File: src/rtl/key_scan_sequencer.sv
// ---------------------------------------------------------------------------
// key_scan_sequencer
//
// Turns raw PS/2 set-2 scancode bytes into a queue of make codes for the
// keypress-to-character translator. Break sequences (0xF0 ..) and the
// extended prefix (0xE0 ..) are consumed here. Only up/down arrow survive
// the extended set, remapped to 0x05/0x06. A prefix that is left waiting
// too long is abandoned.
//
// Optional feature macro: TYPEMATIC_EN
//   defined   : every make code is queued, including auto-repeats
//   undefined : a make code equal to the currently held key is suppressed
//
// Parameters
//   DEPTH          pending-key FIFO depth (power of 2, 2..16)
//   TIMEOUT_CYCLES idle cycles after which a pending prefix is dropped
//
// Ports
//   clk_in            sole clock, rising edge
//   rst_n_in          synchronous active-low reset
//   scancode_in       raw scancode byte
//   scancode_valid_in one-cycle strobe qualifying scancode_in
//   keypress_out      FIFO head (0x00 when empty)
//   key_valid_out     keypress_out holds an unconsumed entry
//   key_ready_in      consumer takes keypress_out this cycle
//   overflow_out      one-cycle pulse when a key is dropped on a full FIFO
// ---------------------------------------------------------------------------
module key_scan_sequencer #(
  parameter int DEPTH          = 4,
  parameter int TIMEOUT_CYCLES = 1_000_000
) (
  input  logic       clk_in,
  input  logic       rst_n_in,
  input  logic [7:0] scancode_in,
  input  logic       scancode_valid_in,
  output logic [7:0] keypress_out,
  output logic       key_valid_out,
  input  logic       key_ready_in,
  output logic       overflow_out
);

  localparam int PTR_W = $clog2(DEPTH);
  localparam int CNT_W = $clog2(DEPTH) + 1;
  localparam int TO_W  = $clog2(TIMEOUT_CYCLES + 1);

  typedef enum logic [1:0] {IDLE, EXT, BRK, EXT_BRK} state_t;

  state_t            state, state_next;
  logic [TO_W-1:0]   idle_cnt, idle_cnt_next;

  logic              cand_set;
  logic [7:0]        cand_set_code;
  logic              clear_held;

  logic              cand_valid;
  logic [7:0]        cand_code;
  logic              held_valid;
  logic [7:0]        held_code;

  logic [7:0]        mem [DEPTH];
  logic [PTR_W-1:0]  wr_ptr, rd_ptr;
  logic [CNT_W-1:0]  count;

  logic              full, pop, push, drop, suppress;

  // Decoder: prefix tracking, candidate generation, release detection and
  // the prefix-abandon timer. Any accepted byte restarts the timer.
  always_comb begin
    state_next    = state;
    idle_cnt_next = idle_cnt;
    cand_set      = 1'b0;
    cand_set_code = 8'h00;
    clear_held    = 1'b0;
    if (scancode_valid_in) begin
      idle_cnt_next = '0;
      case (state)
        IDLE: begin
          if (scancode_in == 8'hE0) begin
            state_next = EXT;
          end else if (scancode_in == 8'hF0) begin
            state_next = BRK;
          end else begin
            cand_set      = 1'b1;
            cand_set_code = scancode_in;
          end
        end
        EXT: begin
          if (scancode_in == 8'hF0) begin
            state_next = EXT_BRK;
          end else begin
            state_next = IDLE;
            if (scancode_in == 8'h75) begin
              cand_set      = 1'b1;
              cand_set_code = 8'h05;
            end else if (scancode_in == 8'h72) begin
              cand_set      = 1'b1;
              cand_set_code = 8'h06;
            end
          end
        end
        BRK: begin
          state_next = IDLE;
          clear_held = held_valid && (held_code == scancode_in);
        end
        EXT_BRK: begin
          state_next = IDLE;
          clear_held = held_valid &&
                       (((scancode_in == 8'h75) && (held_code == 8'h05)) ||
                        ((scancode_in == 8'h72) && (held_code == 8'h06)));
        end
        default: state_next = IDLE;
      endcase
    end else if (state != IDLE) begin
      if (idle_cnt == TO_W'(TIMEOUT_CYCLES - 1)) begin
        state_next    = IDLE;
        idle_cnt_next = '0;
      end else begin
        idle_cnt_next = idle_cnt + TO_W'(1);
      end
    end
  end

  // Repeat suppression compares against the key currently held down.
`ifdef TYPEMATIC_EN
  assign suppress = 1'b0;
`else
  assign suppress = held_valid && (held_code == cand_code);
`endif

  // A full FIFO still accepts a candidate when the head leaves this cycle.
  assign full          = (count == CNT_W'(DEPTH));
  assign key_valid_out = (count != '0);
  assign pop           = key_valid_out && key_ready_in;
  assign push          = cand_valid && !suppress && (!full || pop);
  assign drop          = cand_valid && !suppress && full && !pop;
  assign keypress_out  = key_valid_out ? mem[rd_ptr] : 8'h00;

  // Control state. The candidate is registered so it enters the FIFO one
  // cycle after its strobe. A held-key load wins over a release clear.
  always_ff @(posedge clk_in) begin
    if (!rst_n_in) begin
      state        <= IDLE;
      idle_cnt     <= '0;
      cand_valid   <= 1'b0;
      cand_code    <= 8'h00;
      held_valid   <= 1'b0;
      held_code    <= 8'h00;
      wr_ptr       <= '0;
      rd_ptr       <= '0;
      count        <= '0;
      overflow_out <= 1'b0;
    end else begin
      state        <= state_next;
      idle_cnt     <= idle_cnt_next;
      cand_valid   <= cand_set;
      cand_code    <= cand_set_code;
      overflow_out <= drop;
      if (cand_valid && (push || suppress)) begin
        held_valid <= 1'b1;
        held_code  <= cand_code;
      end else if (clear_held) begin
        held_valid <= 1'b0;
        held_code  <= 8'h00;
      end
      if (push) wr_ptr <= wr_ptr + PTR_W'(1);
      if (pop)  rd_ptr <= rd_ptr + PTR_W'(1);
      if (push && !pop)      count <= count + CNT_W'(1);
      else if (pop && !push) count <= count - CNT_W'(1);
    end
  end

  // FIFO storage needs no reset; count gates every read.
  always_ff @(posedge clk_in) begin
    if (push) mem[wr_ptr] <= cand_code;
  end

endmodule
File: config.mk
export PLATFORM = sky130hd
export DESIGN_NAME = key_scan_sequencer
export DESIGN_NICKNAME = d
export VERILOG_FILES = /design/src/rtl/key_scan_sequencer.sv
export SDC_FILE = /design/constraint.sdc
export NUM_CORES = 1
export LEC_CHECK = 0
export ABC_CLOCK_PERIOD_IN_PS = 3490
export CAP_MARGIN = 10
export CORE_MARGIN = 5
export CORE_UTILIZATION = 54
export CTS_BUF_LIST = sky130_fd_sc_hd__clkbuf_4 sky130_fd_sc_hd__clkbuf_8
export CTS_CLUSTER_SIZE = 25
export DETAILED_ROUTE_END_ITERATION = 7
export PLACE_DENSITY = 0.74
export SETUP_SLACK_MARGIN = 0.5
export SYNTH_ARGS = -nofsm -noshare
export SYNTH_HDL_FRONTEND = slang
export SYNTH_SLANG_ARGS = --single-unit
export TNS_END_PERCENT = 5
File: constraint.sdc
create_clock -name clk_in -period 3.49 [get_ports clk_in]
set_clock_uncertainty 0.05 [all_clocks]
set_input_delay 0.698 -clock clk_in [delete_from_list [all_inputs] [get_ports clk_in]]
set_output_delay 0.698 -clock clk_in [all_outputs]
set_load 0.02 [all_outputs]
==> metrics.txt, run 1 <==
Post-Syn Instances=roughly 310; Worst Path Buf+Inv=1; Synth cell types=50; CTS Sinks=82; per-cell routed wire length=about 16 µm; fmax=about 350 MHz; global route overflow=0; antenna viol nets, final=0; htree depth=3; setup repair after global routing missed its margin=false; placed wire-length estimate=~4800 µm; number of global-route vias before repair=around 2400; clock buffer count from CTS=9; CP Max Fanout=8; drt first pass iters=4; CP top delay family=multiplexers; postcts setup bufs=0; via count=roughly 2400; first-pass GRT wire length=11200 µm; Post-synth EDFFs=32; maximum clock path buffer count=2; Setup crit end kind=primary output; initial antenna violation count=0; Async SR Flop Fraction=0%; # diodes=0; core box area=approximately 6400 µm²; top_reg_cell synth=dfxtp_1; max cap viols=0; Final Setup Violations=0; Die Area=8360 µm²; Avg Inst Size Synth=between 10 and 15 µm²; Starting Density=a little under three fifths; Critical Path RT=2.74 ns; register area share after synthesis=between 50% and 60%; CP max stage delay=around 0.54 ns; Reg clk slew, reported paths=0.08 ns; setup TNS=0 ns; largest net degree at the start of global routing=19; vias per inst=slightly below 6; Design Power=~2.3 mW; layout cells sized above 1=a little over a tenth; row count=29; Data arrival, critical path=approximately 2.1 ns; fin. max-slew vios=0; slowest CP cell=mux4_2; worst hold-check path type=flop to flop; Mapped Area=3580 µm²; post-synth net total=between 300 and 400; CP Cell Sequence=mux4_2 -> and2_1 -> clkdlybuf4s50_1; Tmin final=between 2 and 3 ns; cell taking the most area after synthesis=dfxtp_1; Die X-Extent=91.5 µm; nets=approximately 350; top-area cell type share of the netlist area=between 20% and 30%; final period utilization=just over 80%; Detailed Route Iter0 Violations=146; I/O Pins=22; Setup CP Type=flop to primary output; Synth top cells by count=dfxtp_1 (50), edfxtp_1 (32), nor2_1 (26); Peak VDD IR=approximately 0.34 mV; Synth Warn #=0; Area Overhead vs Synth=13.4%; run status=finished, final reports clean; top cells by area, synth=dfxtp_1 (28%), edfxtp_1 (27%), mux4_2 (5.0%); CTS tree=yes; drt total wl=6720 µm; leakage=roughly 1.4 nW; count leader, synth=dfxtp_1; worst skew pair latency=approximately 0.35 ns; root buf cell=clkbuf_8; DRC viols=0; number of port buffers=21; crit start category=flop; routability congestion estimate=0.819; Worst slew margin=between 50 and 60%; endpoints failing hold=0; Yosys reg bits=slightly above 80; Die H=~91 µm; All-Layer GR Usage=16.7%; P per Cell Area=between 500 and 600 nW/µm²; actual slew at the worst max-slew pin=0.647 ns
## worst min-delay path, delay by kind of cell (launching register included)
family,cells,cell delay (ns)
AOI/OAI and AO/OA,1,0.05
DFF,1,0.33
and+or+nand+nor,1,0.06
## where the power goes
group          leakage, nW  internal [mW]  switching (mW)
sequential           0.704           1.04          0.0565
clock                0.114          0.413           0.341
combinational        0.627          0.231           0.214
total                 1.44           1.68           0.611
## final timing paths
path | slack (ns) | end | cells past startpoint | from
max | 0.66 | keypress_out[4] | 3 | flop
min | 0.43 | idle_cnt[1]$_SDFFE_PP0N_ | 2 | idle_cnt[1]$_SDFFE_PP0N_
max reg2reg | 0.97 | count[2]$_SDFFE_PN0P_ | 8 | count[0]$_SDFFE_PN0P_
min reg2reg | 0.43 | idle_cnt[1]$_SDFFE_PP0N_ | 2 | idle_cnt[1]$_SDFFE_PP0N_
## stage by stage
step | hold WS [ns] | instances | setup WS, ns | instance area, µm² | util, %
floorplan | 0.399 | 312 | 1.11 | 3580 | -
global placement | 0.411 | 400 | 0.595 | 3840 | 60.1
detailed placement | 0.430 | 400 | 0.515 | 3840 | 60.1
global route | 0.487 | 416 | 0.547 | 4060 | 63.6
finish | 0.432 | 416 | 0.663 | 4060 | 63.6
CTS | 0.440 | 416 | 0.612 | 4060 | 63.6
## timing repair
action	CTS	global route
hold buffers	0	0
setup endpoints to repair	8	0
resized for setup	1	0
hold endpoints to repair	0	0
## state kept, by name, indices dropped and copies added (netlist names), named ones only
register,flops
cand_code,8
cand_valid,1
count,3
held_code,8
held_valid,1
idle_cnt,20
mem,32
overflow_out,1
rd_ptr,2
state,2
wr_ptr,2
## cell usage in the layout, fill, tap and decap left out, drive strengths merged, types with 2 or more instances in the layout
| master | Yosys | routed |
|---|---|---|
| dfxtp | 50 | 50 |
| edfxtp | 32 | 32 |
| nor2 | 26 | 26 |
| clkdlybuf4s50 | 0 | 21 |
| xnor2 | 17 | 17 |
| nand2 | 16 | 16 |
| xor2 | 16 | 16 |
| a21oi | 14 | 14 |
| and2 | 13 | 13 |
| o21ai | 12 | 12 |
| nor3 | 11 | 11 |
| nand3 | 10 | 10 |
| clkbuf | 6 | 10 |
| inv | 9 | 9 |
| or3 | 9 | 9 |
| mux4 | 8 | 8 |
| ha | 6 | 6 |
| and3 | 6 | 6 |
| nand4 | 5 | 5 |
| nor4 | 5 | 5 |
| a22o | 5 | 5 |
| and4 | 4 | 4 |
| clkinv | 0 | 4 |
| a32o | 3 | 3 |
| nand3b | 2 | 2 |
| a31oi | 2 | 2 |
| a31o | 2 | 2 |
| nor3b | 2 | 2 |
| bufinv | 0 | 2 |
| or4b | 2 | 2 |
| nor4b | 2 | 2 |
## final cells by class
class / count / area [µm²]
well taps: 77 / 96.3
repair buffers: 21 / 210
multi-input cells: 211 / 1540
clock inverters: 6 / 91.3
flip-flops and latches: 82 / 1960
clock buffers: 10 / 131
inverters: 9 / 33.8
fillers: 513 / 2320
## cells by family after synthesis
logic type / after synthesis / share of synthesized area, %
fa+ha+maj: 7 / 2.65
buf+inv: 19 / 2.34
mux: 9 / 5.31
flops: 82 / 54.7
xor+xnor: 33 / 8.07
simple gates: 118 / 18.8
compound gates: 44 / 8.10
## layer usage
metal / global-route usage [%] / wire length [µm]
met2: 28.6 / 3420
met3: 2.98 / 170
met4: 7.82 / 105
met1: 20.3 / 3020
met5: 0 / 0
Power figures use the tool's default switching activity.
==> run 2: changes to the inputs <==
--- a/config.mk
+++ b/config.mk
@@ -5,14 +5,14 @@
 export SDC_FILE = /design/constraint.sdc
 export NUM_CORES = 1
 export LEC_CHECK = 0
-export ABC_CLOCK_PERIOD_IN_PS = 3490
+export ABC_CLOCK_PERIOD_IN_PS = 2280
 export CAP_MARGIN = 10
 export CORE_MARGIN = 5
 export CORE_UTILIZATION = 54
 export CTS_BUF_LIST = sky130_fd_sc_hd__clkbuf_4 sky130_fd_sc_hd__clkbuf_8
 export CTS_CLUSTER_SIZE = 25
 export DETAILED_ROUTE_END_ITERATION = 7
-export PLACE_DENSITY = 0.74
+export PLACE_DENSITY = 0.76
 export SETUP_SLACK_MARGIN = 0.5
 export SYNTH_ARGS = -nofsm -noshare
 export SYNTH_HDL_FRONTEND = slang
==> constraint.sdc (replaced) <==
create_clock -name clk_in -period 2.28 [get_ports clk_in]
set_clock_uncertainty 0.05 [all_clocks]
set_input_delay 0.456 -clock clk_in [delete_from_list [all_inputs] [get_ports clk_in]]
set_output_delay 0.456 -clock clk_in [all_outputs]
set_load 0.02 [all_outputs]
==> metrics.txt, run 2 (synthesis results as in run 1) <==
run status=finished, final reports clean; Biggest register=mem; Reg2Reg Setup Slack=around 0.17 ns; Worst Setup EP=keypress_out[3]; root buf cell=clkbuf_8; Worst slew margin=between 60% and 70%; crit start category=flop; # diodes=0; number of global-route vias before repair=2492; htree depth=3; nets=a little under 400; vias per inst=between 5 and 6; antenna viol nets, final=0; Die X-Extent=91.5 µm; CTS Sinks=between 80 and 90; Non-Filler Instances=between 400 and 500; via count=2523; Critical Path RT=roughly 1.8 ns; CTS tree=yes; commonest non-fill, non-tap cell in the layout=dfxtp_1; Tmin final=~2.1 ns; per-cell routed wire length=~16 µm; Reg clk slew, reported paths=0.08 ns; Setup CP Type=flop to primary output; final period utilization=between 90% and 100%; fin. max-slew vios=0; R2R depth=8; initial antenna violation count=0; CP Max Fanout=8; Area Overhead vs Synth=24.2%; core box area=~6400 µm²; largest net degree at the start of global routing=19; Die Area=about 8400 µm²; Peak VDD IR=0.600 mV; max reg flops=32; row count=29; Fillers=roughly 470; drt first pass iters=4; fmax=473 MHz; commonest cells after routing, fill and taps aside=dfxtp_1 (35), buf_4 (34), edfxtp_1 (32); global route overflow=0; R2R Path Start=count[0]$_SDFFE_PN0P_; All-Layer GR Usage=17.5%; Setup WS pre-CTS=-0.342 ns; clock buffer count from CTS=9; drt total wl=approximately 7100 µm; max cap viols=0; worst hold-check path type=flop to flop; end of the worst register-to-register path=count[2]$_SDFFE_PN0P_; worst skew pair latency=~0.36 ns; layout cells sized above 1=a little under a third; Largest regs=mem x32, idle_cnt x20; Detailed Route Iter0 Violations=~130; DRC viols=0; endpoints failing hold=0; leakage=between 1.5 and 2 nW; placed cells=between 400 and 500; Setup crit end kind=primary output; P per Cell Area=between 800 and 900 nW/µm²; Die H=between 90 and 100 µm; actual slew at the worst max-slew pin=0.466 ns; final hold slack=0.430 ns; I/O Pins=22; first-pass GRT wire length=around 12000 µm; placed wire-length estimate=~5000 µm; final worst slack=between 0.15 and 0.2 ns; setup repair after global routing missed its margin=true; routability congestion estimate=around 0.86; Starting Density=a little under three fifths; maximum clock path buffer count=2; Data arrival, critical path=~1.6 ns; number of port buffers=21; Final Setup Violations=0
## run 2: changes by cell type in the layout (fill, tap and decap cells not counted), moves of 3 or more
cell	delta
buf_4	+34
dfxtp_1	-14
clkdlybuf4s50_1	-10
dfxtp_2	+9
and2_1	-8
and2_4	+8
buf_6	+8
xnor2_1	-7
xnor2_2	+7
dfxtp_4	+5
nand2_1	-3
## run 2: critical path: stages, from the launching register on
cell     delay (ns)
dfxtp_2        0.35
buf_12         0.14
mux4_2         0.50
and2_4         0.15
buf_6          0.12
## run 2: how the worst min path moves through the flow
stage | from | to | slack, ns | depth (start not counted)
global placement | idle_cnt[1]$_SDFFE_PP0N_ | idle_cnt[1]$_SDFFE_PP0N_ | 0.41 | 2
floorplan | idle_cnt[1]$_SDFFE_PP0N_ | idle_cnt[1]$_SDFFE_PP0N_ | 0.40 | 2
detailed placement | idle_cnt[1]$_SDFFE_PP0N_ | idle_cnt[1]$_SDFFE_PP0N_ | 0.43 | 2
CTS | idle_cnt[1]$_SDFFE_PP0N_ | idle_cnt[1]$_SDFFE_PP0N_ | 0.44 | 2
finish | idle_cnt[1]$_SDFFE_PP0N_ | idle_cnt[1]$_SDFFE_PP0N_ | 0.43 | 2
global route | cand_code[4]$_SDFF_PN0_ | mem[2][4]$_DFFE_PP_ | 0.47 | 0
## run 2: through the flow
stage          TNS [ns]  utilization (%)  total power [mW]  instance area [µm²]
2_1_floorplan         0                -              2.16                 3600
3_3_place_gp      -3.61             64.1              2.51                 4100
3_5_place_dp      -4.41             64.1              2.54                 4100
4_1_cts               0             68.1              3.55                 4350
5_1_grt               0             69.7              3.74                 4450
6_report              0             69.7              3.56                 4450
## run 2: what timing repair did
action,4_1_cts,5_1_grt
setup endpoints to repair,77,82
pin swaps,13,4
hold buffers,0,0
buffers inserted,2,2
resized for setup,76,19
## run 2: area by class of cell
class / count / area (µm²) / area share, %
inverter: 9 / 33.8 / 0.759
timing repair buffer: 56 / 494 / 11.1
sequential: 82 / 1990 / 44.8
clock buffer: 10 / 131 / 2.95
multi-input combinational: 211 / 1660 / 37.3
clock inverter: 6 / 42.5 / 0.956
tap: 77 / 96.3 / 2.16
## run 2: where the power goes
part / total, mW / switching [mW] / internal, mW
Clock: 0.940 / 0.530 / 0.409
Combinational: 0.959 / 0.423 / 0.536
Sequential: 1.66 / 0.0669 / 1.60
Total: 3.56 / 1.02 / 2.54
## run 2: routing by layer
metal	vias to the layer above	part of all wire, %	GRT usage (%)
met5	-	0	0
met4	0	1.3	5.99
met3	9	4.5	4.46
met2	42	50	28.1
met1	1208	44	23.2
li1	1264	-	-
==> run 3: changes to the inputs <==
--- a/config.mk
+++ b/config.mk
@@ -8,11 +8,11 @@
 export ABC_CLOCK_PERIOD_IN_PS = 2280
 export CAP_MARGIN = 10
 export CORE_MARGIN = 5
-export CORE_UTILIZATION = 54
+export CORE_UTILIZATION = 55
 export CTS_BUF_LIST = sky130_fd_sc_hd__clkbuf_4 sky130_fd_sc_hd__clkbuf_8
 export CTS_CLUSTER_SIZE = 25
 export DETAILED_ROUTE_END_ITERATION = 7
-export PLACE_DENSITY = 0.76
+export PLACE_DENSITY = 0.78
 export SETUP_SLACK_MARGIN = 0.5
 export SYNTH_ARGS = -nofsm -noshare
 export SYNTH_HDL_FRONTEND = slang
==> metrics.txt, run 3 (synthesis results as in run 1) <==
run status=finished, final reports clean; layout cells sized above 1=30.9%; Biggest register=mem; commonest non-fill, non-tap cell in the layout=buf_4; setup repair after global routing missed its margin=true; initial antenna violation count=0; global route overflow=0; per-cell routed wire length=17.1 µm; number of port buffers=21; Die Area=around 8000 µm²; Largest regs=mem x32, idle_cnt x20; commonest cells after routing, fill and taps aside=buf_4 (36), dfxtp_1 (34), edfxtp_1 (32); All-Layer GR Usage=between 10% and 20%; worst hold-check path type=flop to flop; drt first pass iters=4; Data arrival, critical path=~1.6 ns; max cap viols=0; CP top delay family=multiplexers; core box area=~6300 µm²; via count=about 2600; Final Setup Violations=0; CP Cell Sequence=buf_12 -> mux4_2 -> and2_4 -> buf_6; Tmin final=about 2.1 ns; Setup CP Type=flop to primary output; Critical Path RT=1.77 ns; Design Power=3.63 mW; Die X-Extent=about 91 µm; P per Cell Area=about 820 nW/µm²; final period utilization=between 90% and 100%; Starting Density=between 50 and 60%; row count=29; maximum clock path buffer count=2; slowest CP cell=mux4_2; max reg flops=32; Peak VDD IR=~0.68 mV; crit start category=flop; antenna viol nets, final=0; Worst Path Buf+Inv=2; number of global-route vias before repair=2531; Area Overhead vs Synth=24.3%; leakage=between 1.5 and 2 nW; clock buffer count from CTS=9; largest net degree at the start of global routing=19; fin. max-slew vios=0; HP Start=cand_code[7]$_SDFF_PN0_; root buf cell=clkbuf_8; CP Max Fanout=8; # diodes=0; fmax=471 MHz; actual slew at the worst max-slew pin=about 0.55 ns; Reg clk slew, reported paths=roughly 0.09 ns; Worst slew margin=63.1%; CTS Sinks=between 80 and 90; R2R Path Start=cand_code[0]$_SDFF_PN0_; final hold slack=0.417 ns; first-pass GRT wire length=around 12000 µm; nets=around 400; drt total wl=between 7000 and 8000 µm; vias per inst=between 5 and 6; Die H=90.7 µm; Detailed Route Iter0 Violations=between 150 and 200; CTS tree=yes; endpoints failing hold=0; # hold bufs at CTS=0; CP max stage delay=0.50 ns; htree depth=3; worst skew pair latency=0.35 ns; DRC viols=0; Setup crit end kind=primary output; placed wire-length estimate=4990 µm; I/O Pins=22; routability congestion estimate=around 0.8
[run 3: where the power goes]
group	switching, mW	total (mW)	internal [mW]	leakage (nW)
sequential	0.0694	1.66	1.59	0.713
combinational	0.416	0.939	0.523	0.864
clock	0.534	1.04	0.503	0.0932
total	1.02	3.63	2.61	1.67
[run 3: cell type report]
class                      count  area (µm²)
sequential                    82        2000
fill                         438        1900
multi-input combinational    211        1620
timing repair buffer          58         508
clock buffer                   9         124
tap                           77        96.3
clock inverter                 7        68.8
inverter                       9        33.8
[run 3: layer usage]
metal | vias to the layer above | track usage [%] | share of wire, %
met2 | 66 | 27.8 | 51
met3 | 14 | 4.67 | 5.0
met4 | 0 | 6.70 | 1.8
met1 | 1266 | 22.8 | 42
li1 | 1262 | - | -
met5 | - | 0 | 0
[run 3: through the flow]
step | TNS, ns | area (µm²) | utilization, % | std cells | setup WS, ns
finish | 0 | 4450 | 70.1 | 453 | 0.156
global route | 0 | 4450 | 70.1 | 453 | 0.0656
CTS | 0 | 4300 | 67.8 | 443 | 0.136
detailed placement | -3.34 | 4070 | 64.0 | 427 | -0.297
global placement | -3.40 | 4070 | 64.0 | 427 | -0.269
floorplan | 0 | 3600 | - | 312 | 0.202
[run 3: what timing repair did]
item                       in CTS  in global routing
setup endpoints to repair      79                 82
buffers inserted                0                 10
pin swaps                       6                  9
gates resized for setup        69                 22
[run 3: final timing paths]
kind	slack, ns	cells after the start	endpoint
worst max-delay path	0.16	4	keypress_out[7]
worst min-delay path	0.42	0	mem[3][7]$_DFFE_PP_
worst max register to register	0.19	10	count[2]$_SDFFE_PN0P_
worst min register to register	0.42	0	mem[3][7]$_DFFE_PP_
